### config.mk
export PLATFORM = sky130hd
export DESIGN_NAME = fpdiv_issuer
export DESIGN_NICKNAME = d
export VERILOG_FILES = /design/src/rtl/fpdiv_issuer.sv
export SDC_FILE = /design/constraint.sdc
export NUM_CORES = 1
export LEC_CHECK = 0
export BUFFER_PORTS_ARGS = -buffer_cell sky130_fd_sc_hd__buf_2
export CAP_MARGIN = 10
export CORE_MARGIN = 3
export CORE_UTILIZATION = 60
export DETAILED_ROUTE_END_ITERATION = 8
export PLACE_DENSITY = 0.84
export SLEW_MARGIN = 10
export SYNTH_ARGS = -nofsm -noshare
export SYNTH_HDL_FRONTEND = slang
export SYNTH_SLANG_ARGS = --single-unit
export TNS_END_PERCENT = 50
### constraint.sdc
create_clock -name CLOCK -period 7.11 [get_ports CLOCK]
set_clock_uncertainty 0.2 [all_clocks]
set_input_delay 1.0665 -clock CLOCK [delete_from_list [all_inputs] [get_ports CLOCK]]
set_output_delay 1.0665 -clock CLOCK [all_outputs]
set_load 0.05 [all_outputs]
### src/rtl/fpdiv_issuer.sv
`default_nettype none
// ---------------------------------------------------------------------------
// fpdiv_issuer : queues FP32 operand pairs, issues them to the divider one at
//                a time and holds each result in a valid/ready register.
// Rev 1.0
// ---------------------------------------------------------------------------
module fpdiv_issuer #(
    parameter int DEPTH    = 4,
    parameter int LATENCY  = 25,
    parameter int USE_DONE = 0,
    parameter int TIMEOUT  = 64
) (
    input  logic        CLOCK,
    input  logic        RESET,
    input  logic        in_valid,
    output logic        in_ready,
    input  logic [31:0] in_a,
    input  logic [31:0] in_b,
    output logic [31:0] DivA,
    output logic [31:0] DivB,
    input  logic [31:0] DivResult,
    input  logic        DivDone,
    input  logic [1:0]  DivException,
    output logic        out_valid,
    input  logic        out_ready,
    output logic [31:0] out_result,
    output logic [1:0]  out_exception,
    output logic        out_timeout,
    output logic        busy
);

    localparam int c_AW = $clog2(DEPTH);
    localparam int c_CW = $clog2(TIMEOUT + LATENCY + 1);

    localparam logic [c_AW:0]   c_DEPTH    = (c_AW + 1)'(DEPTH);
    localparam logic [c_CW-1:0] c_LAT_LAST = c_CW'(LATENCY - 1);
    localparam logic [c_CW-1:0] c_TO_LAST  = c_CW'(TIMEOUT - 1);
    localparam logic [c_CW-1:0] c_CNT_MAX  = '1;

    localparam logic [1:0] S_IDLE   = 2'd0;
    localparam logic [1:0] S_WAIT   = 2'd1;
    localparam logic [1:0] S_RESULT = 2'd2;

    logic [63:0]     r_mem [DEPTH];
    logic [c_AW-1:0] r_wr_ptr;
    logic [c_AW-1:0] r_rd_ptr;
    logic [c_AW:0]   r_count;
    logic [1:0]      r_state;
    logic [c_CW-1:0] r_cnt;

    logic w_full;
    logic w_empty;
    logic w_push;
    logic w_pop;
    logic w_done_hit;
    logic w_to_hit;
    logic w_capture;

    assign w_full   = (r_count == c_DEPTH);
    assign w_empty  = (r_count == '0);
    // Full blocks the push even when a launch frees a slot on the same edge.
    assign in_ready = ~w_full & ~RESET;
    assign w_push   = in_valid & in_ready;
    assign w_pop    = (r_state == S_IDLE) & ~w_empty;
    assign busy     = (r_state != S_IDLE) | ~w_empty;

    // DivDone seen in the launch cycle itself belongs to the previous operation.
    assign w_done_hit = (USE_DONE != 0) ? (DivDone && (r_cnt != '0))
                                        : (r_cnt == c_LAT_LAST);
    assign w_to_hit   = (USE_DONE != 0) && (r_cnt == c_TO_LAST);
    assign w_capture  = (r_state == S_WAIT) & (w_done_hit | w_to_hit);

    always_ff @(posedge CLOCK) begin
        if (w_push) begin
            r_mem[r_wr_ptr] <= {in_a, in_b};
        end
    end

    always_ff @(posedge CLOCK or posedge RESET) begin
        if (RESET) begin
            r_wr_ptr <= '0;
            r_rd_ptr <= '0;
            r_count  <= '0;
        end else begin
            if (w_push) begin
                r_wr_ptr <= r_wr_ptr + 1'b1;
            end
            if (w_pop) begin
                r_rd_ptr <= r_rd_ptr + 1'b1;
            end
            case ({w_push, w_pop})
                2'b10:   r_count <= r_count + 1'b1;
                2'b01:   r_count <= r_count - 1'b1;
                default: r_count <= r_count;
            endcase
        end
    end

    always_ff @(posedge CLOCK or posedge RESET) begin
        if (RESET) begin
            r_state       <= S_IDLE;
            r_cnt         <= '0;
            DivA          <= '0;
            DivB          <= '0;
            out_valid     <= 1'b0;
            out_result    <= '0;
            out_exception <= '0;
            out_timeout   <= 1'b0;
        end else begin
            case (r_state)
                S_IDLE: begin
                    if (!w_empty) begin
                        {DivA, DivB} <= r_mem[r_rd_ptr];
                        r_cnt        <= '0;
                        r_state      <= S_WAIT;
                    end
                end
                S_WAIT: begin
                    if (r_cnt != c_CNT_MAX) begin
                        r_cnt <= r_cnt + 1'b1;
                    end
                    if (w_capture) begin
                        out_result    <= DivResult;
                        out_exception <= DivException;
                        out_timeout   <= ~w_done_hit;
                        out_valid     <= 1'b1;
                        r_state       <= S_RESULT;
                    end
                end
                S_RESULT: begin
                    if (out_ready) begin
                        out_valid <= 1'b0;
                        r_state   <= S_IDLE;
                    end
                end
                default: r_state <= S_IDLE;
            endcase
        end
    end

endmodule
`default_nettype wire

==> flow_results.org, run 1 <==
** Pwr
- Cell Pwr Density :: 472.9 nW/um^2
- In this run the static leakage power is 0.006384 uW.
- Across the VDD grid, the largest voltage drop is 441.2 uV.

** Synthesis
- Synthesis produced 636 cells.
- Yosys top cell area share :: 55.11%
- Among all flip-flop cells after synthesis, the most frequent one is sky130_fd_sc_hd__edfxtp_1.
- Cells taking the most area after synthesis :: sky130_fd_sc_hd__edfxtp_1 55%, sky130_fd_sc_hd__dfrtp_1 21%, sky130_fd_sc_hd__mux4_2 10%
- Count of yosys warnings during synthesis :: 0
- Cell type with the highest aggregate area in the netlist :: sky130_fd_sc_hd__edfxtp_1
- Distinct cells, synth :: 47
- Syn_nets :: 747
- After synthesis, the share of flip-flops with an asynchronous set or reset is 31.18%.
- The synthesized netlist occupies a cell area of 13950 um^2.
- Flops & latches, synth :: 372
- Avg Synthesized Cell Area :: 21.93 um^2
- Of the synthesized area, sequential elements account for 75.92%.
- Number of enable flip-flop cells after synthesis :: 256

** CTS
- The later pin in the worst-skew pair is clocked with a latency of 0.52 ns.
- In this run, CTS created clock tree buffers numbering 38.
- TritonCTS clock tree :: built
- Clk sink count :: 372
- Counting along the longest clock path gives a buffer depth of 3.
- Number of cells upsized or downsized after cts :: 0
- Clk slew on worst S/H paths :: 0.06 ns
- Number of hold buffers added after cts :: 0
- The clock tree synthesis step divided the H-tree into 2 levels.
- Number of setup buffers added after CTS :: 0
- Clock root buffer :: sky130_fd_sc_hd__clkbuf_16

** Worst setup path
- The critical path is of the input port to flop type.
- Startpoint type of the worst setup path :: input port
- Walking the worst path, the cells encountered are buf_2 -> inv_1 -> a211oi_1 -> and2_4.
- The most critical setup path has its startpoint at in_valid.
- Worst path max stage delay :: 0.90 ns
- Kind of end point of the critical path :: flop
- At the worst endpoint, the arrival time is 2.97 ns.
- Required time of the critical path :: 7.04 ns
- The worst register-to-register path begins at r_count[0]$_DFFE_PP0P_.
- Along the worst path, the maximum fanout reaches 64.
- Among all stages on the critical path, the largest delay is contributed by sky130_fd_sc_hd__and2_4.

** STA
- Setup violators final :: 0
- Setup repair after global routing left no endpoint under its margin.
- The final-report hold violation count was 0.
- TNS Setup :: 0 ns
- Tcrit/Tclk final :: 42.71%
- The max-slew violation count was 0.
- In this run the tightest slew margin relative to its limit is 31.13%.
- Maximum clock rate :: 329.3 MHz
- Pin slew with the least headroom to its limit :: 1.033 ns
- For the finished layout, the period the worst path requires is 3.037 ns.

** Detailed routing
- After detailed routing, the number of remaining DRC violations is 0.
- The detail route stage leaves a number of antenna-violating nets equal to 0.
- Average wire length per cell after detail routing :: 21.52 um
- Via Count :: 6708
- Starting DRT DRC Count :: 419
- After detailed routing, the number of vias per cell comes to 5.724.
- The routed design has 25.22 mm of wire.
- The first detailed-routing pass ran for 4 iterations.

** Floorplanning
- During I/O placement, the number of pins put on the boundary was 205.
- Core ar. :: 22710 um^2
- The floorplan step set the die width to 158.5 um.
- The floorplan step defined a die boundary enclosing 25110 um^2.
- Row count :: 55
- The initial utilization of the core area, before any placement, comes to 61.43%.
- In this run the vertical extent of the chip is 158.5 um.

** GRT
- Total global routing track utilization :: 20.33%
- Grt ovf :: 0
- Number of global-route vias before repair :: 6943
- Entering global routing, the biggest net connects 78 pins.
- The first global-routing pass estimated 38.84 mm of wire.
- Antenna violations before repair :: 3

** Run
- Max-cap violations in this run came to 0.

** Layout
- Filler-free cell count of the finished design :: 1172
- Fill cells in the final layout number 1341.
- Final layout net count :: 968
- The area growth from synthesis to layout is 18.03%.
- Layout cell share with drive strength beyond 1 :: 42.15%

** Placement
- Cells after DPL :: 1102
- In this run the tool buffered the top-level ports with 203 buffer cells.
- Post-detail-place hpwl :: 14.19 mm
- The congestion estimate from routability-driven global placement came to 0.7317.

** Hold path
- The worst hold path begins at DivB[16]$_DFFE_PP0P_.
- Class of the tightest hold or removal check :: flop to flop

** Run status
- Run status :: finished, final reports clean
==> cell usage in the layout (no fill, tap or decap), types with 2 or more instances in the layout <==
cell and n:
sky130_fd_sc_hd__clkinv_2 7, sky130_fd_sc_hd__nand3_1 2, sky130_fd_sc_hd__buf_4 4, sky130_fd_sc_hd__inv_1 7, sky130_fd_sc_hd__clkbuf_1 11, sky130_fd_sc_hd__mux2i_1 5, sky130_fd_sc_hd__mux4_2 64, sky130_fd_sc_hd__inv_4 3
sky130_fd_sc_hd__edfxtp_1 256, sky130_fd_sc_hd__nand2b_1 2, sky130_fd_sc_hd__nand2_1 2, sky130_fd_sc_hd__ha_1 7, sky130_fd_sc_hd__nor2_1 4, sky130_fd_sc_hd__clkbuf_16 41, sky130_fd_sc_hd__buf_2 203, sky130_fd_sc_hd__and2_4 4
sky130_fd_sc_hd__mux2_2 5, sky130_fd_sc_hd__dfrtp_4 2, sky130_fd_sc_hd__mux2_4 29, sky130_fd_sc_hd__clkbuf_8 3, sky130_fd_sc_hd__o21ai_0 5, sky130_fd_sc_hd__xor2_1 2, sky130_fd_sc_hd__nor3b_1 2, sky130_fd_sc_hd__xnor2_1 4
sky130_fd_sc_hd__dfrtp_1 114, sky130_fd_sc_hd__diode_2 2, sky130_fd_sc_hd__o211ai_1 3, sky130_fd_sc_hd__mux2_1 66
==> report_power, final <==
part	internal [uW]	total (uW)	leakage (uW)	switching [uW]
Combinational	970	2680	0.00208	1710
Clock	1130	1910	0.000606	776
Sequential	2840	3200	0.00370	361
Total	4940	7790	0.00638	2850
==> through the flow <==
stage	power, uW	setup slack, ns	utilization (%)	hold WS (ns)	instance area [um^2]
after global placement	5871	3.548	67.10	0.2614	15240
after floorplan	5274	2.771	-	0.2687	13950
after global routing	8148	3.969	72.49	0.2969	16460
after detailed placement	5950	3.554	67.10	0.2692	15240
final	7786	4.073	72.50	0.2768	16460
after CTS	7873	4.076	72.48	0.2822	16460
==> worst max-delay path: cells and delay by family <==
family	cells	cell delay, ns
simple gates	1	0.90
buf+inv	2	0.10
compound gates	1	0.78
==> cells by family after synthesis <==
kind of cell / count (synthesis) / synth area share (%)
flops: 372 / 75.92
mux: 169 / 19.54
buf+inv: 35 / 1.220
simple gates: 29 / 1.363
compound gates: 17 / 0.8073
fa+ha+maj: 8 / 0.7713
xor+xnor: 6 / 0.3767
==> registers in the layout, indices dropped and copies added (netlist names), 2 cells and up <==
| name | cells |
|---|---|
| r_count | 3 |
| DivB | 32 |
| out_exception | 2 |
| r_wr_ptr | 2 |
| r_cnt | 7 |
| r_state | 2 |
| r_mem | 256 |
| r_rd_ptr | 2 |
| out_result | 32 |
| DivA | 32 |
==> final timing paths <==
| kind | end | slack (ns) | depth (start not counted) |
|---|---|---|---|
| setup / recovery | r_mem[3][6]$_DFFE_PP_ | 4.07 | 4 |
| hold / removal | DivB[16]$_DFFE_PP0P_ | 0.28 | 1 |
| setup reg to reg | r_mem[3][6]$_DFFE_PP_ | 4.17 | 3 |
| hold reg to reg | DivB[16]$_DFFE_PP0P_ | 0.28 | 1 |
| max in group asynchronous | DivA[3]$_DFFE_PP0P_ | 4.97 | 3 |
| min in group asynchronous | r_count[2]$_DFFE_PP0P_ | 0.59 | 2 |
==> cell usage after synthesis (2+ instances only) <==
cell type	n
sky130_fd_sc_hd__o21ai_0	5
sky130_fd_sc_hd__nand2b_1	2
sky130_fd_sc_hd__nand3_1	2
sky130_fd_sc_hd__nand2_1	2
sky130_fd_sc_hd__mux2i_1	5
sky130_fd_sc_hd__xor2_1	2
sky130_fd_sc_hd__and2_1	5
sky130_fd_sc_hd__nor3b_1	2
sky130_fd_sc_hd__xnor2_1	4
sky130_fd_sc_hd__o211ai_1	3
sky130_fd_sc_hd__edfxtp_1	256
sky130_fd_sc_hd__dfrtp_1	116
sky130_fd_sc_hd__clkbuf_1	9
sky130_fd_sc_hd__inv_1	8
sky130_fd_sc_hd__buf_1	3
sky130_fd_sc_hd__mux2_1	66
sky130_fd_sc_hd__mux2_4	29
sky130_fd_sc_hd__mux4_2	64
sky130_fd_sc_hd__mux2_2	5
sky130_fd_sc_hd__nor2_1	4
sky130_fd_sc_hd__buf_6	3
sky130_fd_sc_hd__buf_2	10
sky130_fd_sc_hd__ha_1	7
==> final cells by class <==
type | count | area (um^2) | share of cell area, %
well taps | 285 | 356.6 | 2.166
clock inverters | 13 | 113.9 | 0.6915
multi-input cells | 229 | 3199 | 19.43
clock buffers | 55 | 1109 | 6.733
inverters | 9 | 37.54 | 0.2280
flip-flops and latches | 372 | 10600 | 64.37
repair buffers | 207 | 1046 | 6.353
diodes | 2 | 5.005 | 0.03040
==> per-layer routing <==
layer	wire, um	up-vias	global-route usage, %
met4	568	4	5.858
met5	27	-	0
met2	12470	243	33.85
met1	10180	3424	26.81
li1	-	2987	-
met3	1974	50	5.681
No activity file was read; power rests on OpenSTA's default activity.
==> inputs of run 2 (changes only) <==
- CORE_UTILIZATION: 60 -> 57
- PLACE_DENSITY: 0.84 -> 0.81
- clock period: 7.11 -> 2.8 ns (I/O delays scaled with it)
==> flow_results.org, run 2 (synthesis gave the netlist of run 1 again) <==
** CTS
- The number of sinks on the clock net came to 372 (unchanged).
- The H-tree level count is 2 (unchanged).
- Clk slew on worst S/H paths :: 0.06 ns (about the same)
- The clock latency reported for the late side of the worst-skew pair is 0.52 ns (about the same).
- TritonCTS clock tree :: built
- Worst-case clock buffer depth :: 3 (unchanged)
- The tree is rooted in a sky130_fd_sc_hd__clkbuf_16.
- The total clock buffers created by CTS is 37 (-2.6%).

** Floorplanning
- Vert. Die Dim :: 162.4 um (+2.5%)
- DIE WIDTH :: 162.4 um (+2.5%)
- The starting utilization of the core area is 58.73% (-2.7 points).
- The top-level I/O count was 205 (unchanged).
- The cell row count came to 56 (+1.8%).
- Core ar. :: 23750 um^2 (+4.6%)
- The area enclosed by the die boundary came to 26390 um^2 (+5.1%).

** Layout
- Largest reg by FF count :: r_mem
- Leaving out fill and tap cells, the most frequent cell in the layout is sky130_fd_sc_hd__edfxtp_1.
- Final layout net count :: 1083 (+12%)
- The share of post-route cells with drive strength above 1 came to 38.70% (-3.4 points).
- Fin util :: 74.83% (+2.3 points)
- In the layout the commonest cells are 256 x sky130_fd_sc_hd__edfxtp_1, 203 x sky130_fd_sc_hd__buf_2, 114 x sky130_fd_sc_hd__dfrtp_1.
- Post-layout instance area :: 17770 um^2 (+8.0%)
- Synth-to-Final Area Change :: 27.42%
- Max reg flops :: 256 (unchanged)
- The filler cell count was 1280 (-4.5%).

** Worst setup path
- In this run the critical register-to-register path is captured at out_result[29]$_DFFE_PP0P_.
- The setup slack on the worst flop-to-flop path came to 0.42 ns (-3.75 ns).
- The number of cells on the worst reg-to-reg path was 6 (+3).
- Kind of end point of the critical path :: flop
- The worst register-to-register path begins at r_cnt[0]$_DFFE_PP0P_.
- The arrival time reported for the critical path endpoint came to 2.56 ns (-0.41 ns).
- STA classifies the critical path startpoint as a flop.
- The critical path is of the flop to flop type.
- The data required time of the critical path came to 2.98 ns (-4.06 ns).
- CP max FO :: 35 (-45%)

** Pwr
- The cell leakage power came to 0.006911 uW (+8.3%).
- Max VDD drop :: 831.0 uV (+88%)
- The power per standard cell area is 1142 nW/um^2 (+140%).

** STA
- For this run, the top clock speed supported by timing is 420.3 MHz.
- Setup repair after global routing left no endpoint under its margin.
- The final-report hold violation count is 0 (unchanged).
- Number of slew-limit violations in the final report :: 0 (unchanged)
- Final worst path period need :: 2.380 ns
- The final setup violation count was 0 (unchanged).
- Max-slew headroom :: 60.37% (+29 points)
- The worst path uses 84.98% of the clock period.
- Pin slew with the least headroom to its limit :: 0.5945 ns (-0.4386 ns)

** Detailed routing
- Final ANT Viol Nets :: 0 (unchanged)
- Via Count :: 7313 (+9.0%)
- The remaining routing DRC violations was 0 (unchanged).
- Total wire length after detailed routing :: 29.07 mm (+15%)
- The average vias per placed instance came to 5.540 (-3.2%).
- Average wire length per cell after detail routing :: 22.02 um (+2.3%)
- First-pass iteration count of the detailed router :: 5 (+1)
- The first-iteration detailed-routing DRC count is 536 (+28%).

** Run status
- Run status :: finished, final reports clean

** GRT
- Antenna violations before repair :: 1 (-2)
- Grt ovf :: 0 (unchanged)
- The wire length of the first global-routing pass was 45.60 mm (+17%).
- Maximum number of pins on one net before global-route repair :: 72 (-7.7%)
- The global router's overall resource usage is 22.56% (+2.2 points).
- The number of global-route vias before repair is 8091 (+17%).

** Run
- MaxCap Viol Count :: 0 (unchanged)

** Hold path
- The tightest min-delay check is of the input port to flop type.
- Worst hold endpoint :: r_state[1]$_DFFE_PP0P_
- In this run the most critical hold path is launched from out_ready.
- Hold Path Cell Cnt :: 3 (+2)

** Placement
- Global placement routability congestion :: 0.7459 (+1.9%)
- The final HPWL from detailed placement was 16.10 mm (+13%).
- Port-buffer cells :: 203 (unchanged)
- Cell area reported after detailed placement :: 15570 um^2 (+2.2%)
[run 2: area by class of cell]
cell class / count / area (um^2) / share of cell area, %
Sequential cell: 372 / 10600 / 59.62
Inverter: 9 / 38.79 / 0.2182
Antenna cell: 1 / 2.502 / 0.01408
Clock buffer: 50 / 1016 / 5.716
Clock inverter: 17 / 193.9 / 1.091
Multi-Input combinational cell: 229 / 3199 / 18.00
Tap cell: 319 / 399.1 / 2.246
Timing Repair Buffer: 323 / 2327 / 13.09
[run 2: where the power goes]
| part | total (uW) | switching, uW | internal, uW |
|---|---|---|---|
| registers | 7990 | 800 | 7190 |
| logic | 7410 | 4670 | 2740 |
| clock network | 4900 | 1980 | 2920 |
[run 2: through the flow]
stage	setup slack, ns	hold WS [ns]	cells	setup TNS (ns)	power [uW]
2_1_floorplan	-0.4464	0.2687	636	-57.14	13390
3_3_place_gp	0.4545	0.2614	1153	0	15160
3_5_place_dp	0.4234	0.2662	1153	0	15360
4_1_cts	0.4074	0.01550	1319	0	20400
5_1_grt	0.2806	0.03745	1320	0	21180
6_report	0.4205	0.03173	1320	0	20310
[run 2: timing repair]
item | in CTS | in global routing
hold endpoints to repair | 406 | 0
setup buffers | 0 | 0
hold buffers | 99 | 0
resized for setup | 0 | 0
[run 2: worst max-delay path by stage]
stage	start	end	slack, ns
final	r_cnt[0]$_DFFE_PP0P_	out_result[29]$_DFFE_PP0P_	0.42
after global routing	r_count[1]$_DFFE_PP0P_	r_count[2]$_DFFE_PP0P_	0.28
after CTS	r_cnt[0]$_DFFE_PP0P_	out_result[30]$_DFFE_PP0P_	0.41
after detailed placement	r_cnt[0]$_DFFE_PP0P_	out_result[30]$_DFFE_PP0P_	0.42
after global placement	r_cnt[0]$_DFFE_PP0P_	out_result[30]$_DFFE_PP0P_	0.45
after floorplan	r_count[0]$_DFFE_PP0P_	r_mem[0][0]$_DFFE_PP_	-0.45
[run 2: worst max-delay path, cell delays in order (launching register included)]
cell                       delay (ns)
sky130_fd_sc_hd__dfrtp_1         0.41
sky130_fd_sc_hd__inv_1           0.07
sky130_fd_sc_hd__ha_1            0.14
sky130_fd_sc_hd__nand2b_1        0.08
sky130_fd_sc_hd__or4b_2          0.63
sky130_fd_sc_hd__buf_4           0.34
sky130_fd_sc_hd__mux2_1          0.39
[run 2: per-layer routing]
| metal | up-vias | wire (um) | GRT usage, % |
|---|---|---|---|
| li1 | 3214 | - | - |
| met1 | 3766 | 11480 | 28.79 |
| met2 | 275 | 14750 | 38.58 |
| met3 | 58 | 2182 | 5.748 |
| met4 | 0 | 660 | 7.018 |
| met5 | - | 0 | 0 |
==> inputs of run 3 (changes only) <==
- clock period: 2.8 -> 2.3 ns (I/O delays scaled with it)
==> flow_results.org, run 3 (synthesis gave the netlist of run 1 again) <==
** Run status
- The flow ran to the end, and the final reports show no timing, DRC or antenna violations.

** CTS
- Clk slew on worst S/H paths :: 0.06 ns (about the same)
- Worst-case clock buffer depth :: 3 (unchanged)
- The H-tree level count was 2 (unchanged).
- TritonCTS built the clock tree.
- The total clock buffers created by CTS is 38 (+2.7%).
- Clock insertion delay at the later pin of the skew report :: 0.51 ns (about the same)
- Clock tree synthesis selected as its root buffer the cell sky130_fd_sc_hd__clkbuf_16.
- The number of sinks on the clock net was 372 (unchanged).

** Floorplanning
- Total die area :: 26390 um^2 (unchanged)
- Starting utilization of the core area :: 58.73% (unchanged)
- Core ar. :: 23750 um^2 (unchanged)
- The cell row count is 56 (unchanged).
- The die extent in x was 162.4 um (unchanged).
- The top-level I/O count came to 205 (unchanged).
- Vert. Die Dim :: 162.4 um (unchanged)

** Detailed routing
- The remaining routing DRC violations came to 0 (unchanged).
- The wire length per cell is 22.17 um (+0.69%).
- The final wirelength came to 29.74 mm (+2.3%).
- First-pass iteration count of the detailed router :: 5 (unchanged)
- Final ANT Viol Nets :: 0 (unchanged)
- Starting DRT DRC Count :: 485 (-9.5%)
- Via Count :: 7384 (+0.97%)
- Post-DR vias/cell :: 5.506 (-0.61%)

** Worst setup path
- Critical-path cell with the highest stage delay :: sky130_fd_sc_hd__dfrtp_1
- Required time of the critical path :: 2.48 ns (-0.50 ns)
- Type of the worst setup path :: flop to flop
- Startpoint type of the worst setup path :: flop
- Critical Path, Cell by Cell :: nor3_2 -> nand2b_1 -> clkinv_2 -> ha_1 -> fa_1 -> xnor2_1 -> nor2_1 -> xor2_1
- The worst setup path is captured at a flop.
- CP max FO :: 4 (-89%)
- Data arrival time at the worst-slack endpoint :: 2.38 ns (-0.18 ns)
- On the critical path the largest part of the delay comes from adder cells.
- The setup slack on the worst flop-to-flop path is 0.10 ns (-0.32 ns).
- The largest stage delay on the critical path is 0.43 ns (-0.20 ns).
- WP buf/inv :: 1 (-1)

** Placement
- The worst setup slack after placement was 0.03590 ns (-0.3875 ns).
- Port-buffer cells :: 203 (unchanged)
- Cells after DPL :: 1172 (+1.6%)
- The final HPWL from detailed placement was 16.79 mm (+4.2%).
- Global placement routability congestion :: 0.7384 (-1.0%)

** Layout
- The final cell count without fillers was 1341 (+1.6%).
- Number of fill cells :: 1239 (-3.2%)
- Layout cell share with drive strength beyond 1 :: 40.22% (+1.5 points)
- Largest reg by FF count :: r_mem
- Synth-to-Final Area Change :: 29.49%
- Commonest non-fill, non-tap cells in the layout :: 256 x sky130_fd_sc_hd__edfxtp_1, 203 x sky130_fd_sc_hd__buf_2, 114 x sky130_fd_sc_hd__dfrtp_1
- Leaving out fill and tap cells, the most frequent cell in the layout is sky130_fd_sc_hd__edfxtp_1.
- Max reg flops :: 256 (unchanged)
- Final layout net count :: 1105 (+2.0%)
- The number of antenna repair diodes is 0 (-1).

** Pwr
- Cell Pwr Density :: 1389 nW/um^2 (+22%)
- Max VDD drop :: 1081 uV (+30%)
- The cell leakage power was 0.007074 uW (+2.4%).

** STA
- The setup slack after layout was 0.1012 ns (-0.3193 ns).
- The minimum period implied by the final worst setup slack came to 2.199 ns (-0.1807 ns).
- Pin slew with the least headroom to its limit :: 0.5692 ns (-0.02533 ns)
- The relative slew slack is 61.98% (+1.6 points).
- Number of slew-limit violations in the final report :: 0 (unchanged)
- The final-report hold violation count came to 0 (unchanged).
- Setup violators final :: 0 (unchanged)
- RSZ-0062 raised after global routing :: yes
- Tcrit/Tclk final :: 95.60% (+11 points)
- Maximum clock rate :: 454.8 MHz (+8.2%)

** GRT
- First-pass GRT wire length :: 46.24 mm (+1.4%)
- Number of global-route vias before repair :: 8169 (+0.96%)
- The pin count of the biggest net entering global routing came to 66 (-8.3%).
- The global router's overall resource usage was 22.77% (+0.21 points).
- Grt ovf :: 0 (unchanged)
- Antenna violations before repair :: 1 (unchanged)

** Hold path
- Class of the tightest hold or removal check :: input port to flop

** Run
- The max capacitance violation total was 0 (unchanged).
==> run 3: cell count changes in the layout (fill, tap and decap cells not counted), moves of 2 or more <==
| cell | delta |
|---|---|
| sky130_fd_sc_hd__clkbuf_8 | +4 |
| sky130_fd_sc_hd__clkinv_1 | -3 |
| sky130_fd_sc_hd__buf_12 | +6 |
| sky130_fd_sc_hd__buf_4 | +13 |
| sky130_fd_sc_hd__clkbuf_16 | +2 |
==> run 3: stage by stage <==
stage / hold WS (ns) / cell area (um^2) / TNS (ns) / utilization, % / power (uW)
global placement: 0.2626 / 15790 / 0 / 66.47 / 18660
floorplan: 0.2439 / 13960 / -156.80 / - / 16300
finish: 0.1812 / 18060 / 0 / 76.05 / 25090
global route: 0.1953 / 18060 / -0.05625 / 76.05 / 26160
CTS: 0.1677 / 18030 / 0 / 75.91 / 25170
detailed placement: 0.2555 / 15790 / 0 / 66.47 / 18920
==> run 3: worst min-delay path, delay by kind of cell <==
family | cells | cell delay (ns)
compound gates | 1 | 0.05
xor+xnor | 1 | 0.12
buf+inv | 3 | 0.31
==> run 3: final timing paths <==
path                                         from                 endpoint  cells after the start
hold / removal                           in_valid  r_wr_ptr[0]$_DFFE_PP0P_                      5
setup / recovery           r_count[2]$_DFFE_PP0P_   r_count[2]$_DFFE_PP0P_                      8
max in group asynchronous                   RESET     r_cnt[5]$_DFFE_PP0P_                      4
min in group asynchronous                   RESET   r_count[2]$_DFFE_PP0P_                      3
hold reg to reg               DivB[3]$_DFFE_PP0P_      DivB[3]$_DFFE_PP0P_                      1
setup reg to reg           r_count[2]$_DFFE_PP0P_   r_count[2]$_DFFE_PP0P_                      8
==> run 3: where the power goes <==
group          leakage, uW  internal, uW  switching, uW
sequential         0.00370          8760            893
combinational      0.00277          3520           5850
clock             0.000609          3650           2410
total              0.00707         15900           9150
==> run 3: metal layers <==
metal	vias to the layer above	global-route usage (%)	routed length [um]
li1	3259	-	-
met1	3790	29.10	11660
met2	283	39.92	15410
met3	50	5.493	2087
met4	2	5.428	565
met5	-	0	13
==> run 3: area by class of cell <==
cell class,count,area [um^2],area share [%]
Clock buffer,56,1100,6.088
Clock inverter,12,140.1,0.7758
Inverter,9,38.79,0.2147
Multi-Input combinational cell,229,3208,17.76
Sequential cell,372,10600,58.67
Tap cell,319,399.1,2.210
Timing Repair Buffer,344,2580,14.28
==> run 3: timing repair <==
item,in CTS,in global routing
hold endpoints to repair,309,0
setup buffers,0,0
hold buffers,100,0
setup endpoints to repair,0,36
resized for setup,0,2
